File: src/rtl/seq_det_pkg.sv
// seq_det_pkg
// Shared types and default constants for the serial pattern detector.
//   state_t     : detector FSM states (IDLE = no pattern loaded, ARMED)
//   N_DEF       : default pattern length in bits (legal 2..16)
//   OVERLAP_DEF : default overlap mode (1 = overlapping matches allowed)
//   CNT_W_DEF   : default width of the optional saturating match counter
package seq_det_pkg;

    typedef enum logic {
        IDLE  = 1'b0,
        ARMED = 1'b1
    } state_t;

    localparam int unsigned N_DEF       = 4;
    localparam int unsigned OVERLAP_DEF = 1;
    localparam int unsigned CNT_W_DEF   = 8;

    // Width needed to hold a fill count in the range 0..n.
    function automatic int unsigned fill_width(input int unsigned n);
        return $clog2(n + 1);
    endfunction

endpackage

File: src/rtl/seq_det_satcnt.sv
// seq_det_satcnt
// Saturating up-counter used to count detected matches.
// Ports:
//   clk   : rising-edge clock
//   reset : synchronous, active-high; clears the count
//   inc   : increment request this cycle
//   cnt   : current count, sticks at 2^W-1
module seq_det_satcnt #(
    parameter int unsigned W = 8
) (
    input  logic         clk,
    input  logic         reset,
    input  logic         inc,
    output logic [W-1:0] cnt
);

    logic [W-1:0] r_cnt;

    always_ff @(posedge clk) begin
        if (reset) begin
            r_cnt <= '0;
        end else if (inc && (r_cnt != '1)) begin
            r_cnt <= r_cnt + 1'b1;
        end
    end

    assign cnt = r_cnt;

endmodule

File: src/rtl/seq_det_n.sv
// seq_det_n
// Serial pattern detector: compares the last N valid stream bits against a
// loadable N-bit pattern and emits a one-cycle registered pulse on a match.
// Optional feature macro: SEQ_DET_COUNT_EN adds the match_cnt port and a
// saturating match counter.
// Parameters:
//   N       : pattern length (2..16)
//   OVERLAP : 1 keeps shift history after a match, 0 restarts detection
//   CNT_W   : match counter width
// Ports:
//   clk       : rising-edge clock
//   reset     : synchronous, active-high reset (priority over everything)
//   pat_load  : capture pat_in, clear history, enter/stay ARMED
//   pat_in    : pattern, pat_in[N-1] is the first bit in time
//   en        : din is valid this cycle
//   din       : serial stream bit
//   armed     : pattern loaded
//   match     : one-cycle pulse, one clock after the completing bit
//   match_cnt : saturating match count (SEQ_DET_COUNT_EN only)
module seq_det_n
    import seq_det_pkg::*;
#(
    parameter int unsigned N       = N_DEF,
    parameter int unsigned OVERLAP = OVERLAP_DEF,
    parameter int unsigned CNT_W   = CNT_W_DEF
) (
    input  logic             clk,
    input  logic             reset,
    input  logic             pat_load,
    input  logic [N-1:0]     pat_in,
    input  logic             en,
    input  logic             din,
    output logic             armed,
`ifdef SEQ_DET_COUNT_EN
    output logic             match,
    output logic [CNT_W-1:0] match_cnt
`else
    output logic             match
`endif
);

    localparam int unsigned FW = fill_width(N);

    state_t        r_state;
    state_t        w_state_nxt;
    logic [N-1:0]  r_pat;
    logic [N-1:0]  w_pat_nxt;
    logic [N-1:0]  r_sr;
    logic [N-1:0]  w_sr_nxt;
    logic [FW-1:0] r_fill;
    logic [FW-1:0] w_fill_nxt;
    logic          r_match;

    logic [N-1:0]  w_sr_shift;
    logic [FW-1:0] w_fill_inc;
    logic          w_hit;

    // Candidate history after accepting din; the match test looks at these
    // updated values, not the registered ones.
    assign w_sr_shift = {r_sr[N-2:0], din};
    assign w_fill_inc = (r_fill == FW'(N)) ? r_fill : r_fill + 1'b1;

    // pat_load wins over a same-cycle stream bit, so it suppresses the hit.
    assign w_hit = (r_state == ARMED) && en && !pat_load &&
                   (w_sr_shift == r_pat) && (w_fill_inc == FW'(N));

    always_ff @(posedge clk) begin
        if (reset) begin
            r_state <= IDLE;
            r_pat   <= '0;
            r_sr    <= '0;
            r_fill  <= '0;
            r_match <= 1'b0;
        end else begin
            r_state <= w_state_nxt;
            r_pat   <= w_pat_nxt;
            r_sr    <= w_sr_nxt;
            r_fill  <= w_fill_nxt;
            r_match <= w_hit;
        end
    end

    always_comb begin
        w_state_nxt = r_state;
        w_pat_nxt   = r_pat;
        w_sr_nxt    = r_sr;
        w_fill_nxt  = r_fill;

        if (pat_load) begin
            w_state_nxt = ARMED;
            w_pat_nxt   = pat_in;
            w_sr_nxt    = '0;
            w_fill_nxt  = '0;
        end else begin
            unique case (r_state)
                IDLE: begin
                    // Stream is ignored until a pattern is loaded.
                end
                ARMED: begin
                    if (en) begin
                        if (w_hit && (OVERLAP == 0)) begin
                            w_sr_nxt   = '0;
                            w_fill_nxt = '0;
                        end else begin
                            w_sr_nxt   = w_sr_shift;
                            w_fill_nxt = w_fill_inc;
                        end
                    end
                end
                default: begin
                    w_state_nxt = IDLE;
                end
            endcase
        end
    end

    assign armed = (r_state == ARMED);
    assign match = r_match;

`ifdef SEQ_DET_COUNT_EN
    // Counting w_hit lands the increment on the same edge match rises.
    seq_det_satcnt #(
        .W(CNT_W)
    ) u_satcnt (
        .clk   (clk),
        .reset (reset),
        .inc   (w_hit),
        .cnt   (match_cnt)
    );
`endif

endmodule

File: config.mk
export PLATFORM = sky130hd
export DESIGN_NAME = seq_det_n
export DESIGN_NICKNAME = d
export VERILOG_FILES = /design/src/rtl/seq_det_pkg.sv /design/src/rtl/seq_det_satcnt.sv /design/src/rtl/seq_det_n.sv
export SDC_FILE = /design/constraint.sdc
export NUM_CORES = 1
export LEC_CHECK = 0
export CAP_MARGIN = 20
export CORE_AREA = 2 2 39 41
export DETAILED_ROUTE_END_ITERATION = 10
export DIE_AREA = 0 0 41 43
export GPL_TIMING_DRIVEN = 0
export PLACE_DENSITY = 0.66
export REMOVE_ABC_BUFFERS = 1
export SLEW_MARGIN = 20
export SYNTH_ARGS = -nofsm -noshare
export SYNTH_HDL_FRONTEND = slang
export SYNTH_HIERARCHICAL = 1
export SYNTH_SLANG_ARGS = --single-unit
File: constraint.sdc
create_clock -name clk -period 2.1 [get_ports clk]
set_input_delay 0.315 -clock clk [delete_from_list [all_inputs] [get_ports clk]]
set_output_delay 0.315 -clock clk [all_outputs]
set_load 0.005 [all_outputs]
==> results.md <==
- H-tree depth: 1
- Final ANT Viol Nets: 0
- Required time worst endpoint: between 2 and 2.5 ns
- # setup viols final: 0
- GR Util All Layers: about 13%
- Syn-to-layout area delta: 23.6%
- Total Routed Length: 863 um
- Final nets: 84
- First-iteration detailed-routing DRC count: 5
- Slew Limit Fails: 0
- Slowest-stage cell, CP: clkdlybuf4s50_1
- TritonCTS clock tree: built
- Syn Area/Cell: around 9 um2
- First-pass GRT wire length: around 1.5 mm
- Post-Syn Area: ~550 um2
- Total grt overflow: 0
- Vias in the first global route: ~410
- Critical Path End Type: register
- Diodes inserted: 0
- Initial Util: 39.9%
- Adder-cell share of the synthesized area: ~4.5%
- Final hold vios: 0
- Most common cell in the netlist: dfxtp_1
- Max FO, Critical Path: 7
- Sequential fraction of the synthesis area: 43.5%
- Post-synth top area share: a little over two fifths
- Largest net degree at the start of global routing: 8
- Main synth FF type: dfxtp_1
- Delay-heaviest family, CP: simple AND/OR/NAND/NOR gates
- R2R depth: 5
- Number of port buffers: 10
- Post-synthesis simple-gate area fraction: a little over a fifth
- Yosys warning count: 6
- Vias after detailed routing: 420
- Fin crit period: roughly 1.5 ns
- CP Launch Type: primary input
- Gp weighted congestion: 0.675
- Peak supply drop: roughly 0.28 mV
- Hold Path Class: register to register
- Die width: slightly above 40 um
- Status: finished, final reports clean
- Core area: around 1400 um2
- Synth Instances: 61
- Die height: 43 um
- Synth Area in XOR/XNOR: 7.94%
- Reg2Reg Launch Point: r_fill[0]
- Die footprint: ~1800 um2
- Hold path depth: 2
- IO Pins: 11
- Final Core Density: about half
- Initial antenna violation count: 0
- FF+latch count, synth: 12
- Area leader, netlist: dfxtp_1
- Critical hold path startpoint: r_sr[2]
- Hold Buf Count CTS: 0
- Worst path max stage delay: 0.55 ns
- Tightest Pin Transition: around 0.28 ns
- Reg clk slew, reported paths: 0.07 ns
- Leakage: between 0.2 and 0.3 nW
- Post-synthesis compound-gate area fraction: around 8.8%
- Largest family of logic cells by synthesized area: simple AND/OR/NAND/NOR gates
- Tcrit/Tclk final: between 70% and 80%
- Setup TNS Final: 0 ns
- PD cells: 687 nW/um2
- EDFF count, synth: 0
- Via-to-Cell Ratio: 4.77
- Clock root buffer: clkbuf_4
- CTS max path bufs: 2
- Share of cells above drive strength 1: under 10%
- CTS resizes: 0
- DRT Pass-1 Iters: 4
- Post-CTS Repair Setup Buffers: 0
- Clk sink count: 12
- Max-cap violations: 0
- Total CTS buffers: 3
- Critical path, cell by cell: clkdlybuf4s50_1 -> or2_1 -> nor4_2 -> and4_1
- Multiplexer share of the synthesized area: 7.26%
- DR WL/cell: ~10 um
- Worst-Skew Late Latency: around 0.27 ns
- Crit path DAT: ~1.7 ns
- Async SR Flop Fraction: 0%
- Hold Path End: r_sr[2]
- DR DRC count: 0
- RSZ-0062 raised after global routing: no
- Worst rel slew slack: 81.0%
- R2R setup slack: about 0.74 ns
- CP Class: primary input to register
- Synth top cells by count: dfxtp_1 (12), nand2_1 (9), a21oi_1 (7), nor2_1 (7)
- Post-synth cell types: 21
- Clk_skew: roughly 0.0016 ns
- Crit Reg-Reg Endpoint: r_fill[0]
- # rows: 14
- Area contributors post-synth: dfxtp_1 (44%), mux2i_1 (7.3%), a21oi_1 (6.3%)
- Max Clock Freq: slightly below 700 MHz
- Buffer and inverter count on the worst path: 1
metal layers:
| layer | share of wire, % | GRT usage [%] | vias up | routed length [um] |
|---|---|---|---|---|
| met5 | 0 | 0 | - | 0 |
| met3 | 2.9 | 3.14 | 2 | 25 |
| met2 | 50 | 18.4 | 10 | 430 |
| met1 | 45 | 15.6 | 186 | 385 |
| li1 | - | - | 222 | - |
| met4 | 2.4 | 8.00 | 0 | 21 |
state kept, by name (all words and copies together) (netlist names):
signal	cells
armed	1
match	1
r_fill	3
r_pat	4
r_sr	3
stage by stage:
step                hold WS, ns  instance area, um2  power, mW  setup WS (ns)  cells
floorplan                 0.387                 526      0.265          0.830     58
global placement          0.459                 646      0.291          0.314     84
detailed placement        0.461                 646      0.291          0.326     84
CTS                       0.472                 682      0.476          0.616     88
global route              0.506                 682      0.490          0.517     88
finish                    0.469                 682      0.468          0.627     88
how the worst max path moves through the flow:
| stage | endpoint | slack (ns) | cells past startpoint | from |
|---|---|---|---|---|
| 3_5_place_dp | match | 0.33 | 4 | pat_load |
| 3_3_place_gp | match | 0.31 | 4 | pat_load |
| 5_1_grt | match | 0.52 | 4 | pat_load |
| 6_report | match | 0.63 | 4 | pat_load |
| 4_1_cts | match | 0.62 | 4 | pat_load |
| 2_1_floorplan | r_fill[0] | 0.83 | 5 | r_fill[0] |
logic make-up after synthesis:
kind of cell	Yosys count
DFF	12
xor gates and xnor gates	5
buffers and inverters	5
adders and majority gates	2
AOI/OAI and AO/OA	9
and+or+nand+nor	24
muxes	4
report_power, final:
group / switching (mW) / internal, mW
Combinational: 0.0192 / 0.0267
Clock: 0.0780 / 0.105
Sequential: 0.00484 / 0.234
worst register-to-register path: stages, from the launching register on:
cell     delay [ns]
dfxtp_1        0.36
inv_1          0.08
ha_1           0.20
and2_2         0.21
or3_1          0.30
a21oi_1        0.14
cell usage in the layout (no fill, tap or decap):
cell / netlist / final
dfxtp_1: 12 / 12
clkdlybuf4s50_1: 0 / 10
nand2_1: 9 / 9
a21oi_1: 7 / 7
nor2_1: 7 / 7
mux2i_1: 4 / 4
xor2_1: 4 / 4
clkbuf_4: 0 / 3
inv_1: 2 / 2
ha_1: 2 / 2
and2_1: 1 / 1
or2_1: 1 / 1
and2_2: 1 / 1
o21ai_0: 1 / 1
or3_1: 1 / 1
and2b_1: 1 / 1
a311oi_1: 1 / 1
nor4_2: 1 / 1
nor3_1: 1 / 1
xnor2_1: 1 / 1
and4_1: 1 / 1
clkbuf_8: 0 / 1
cell type report:
type                            instances  area [um2]
Clock buffer                            4        36.3
Timing Repair Buffer                   10         100
Sequential cell                        12         240
Tap cell                               16        20.0
Multi-Input combinational cell         44         278
Inverter                                2        7.51
Fill cell                             135         702
Power figures use the tool's default switching activity.
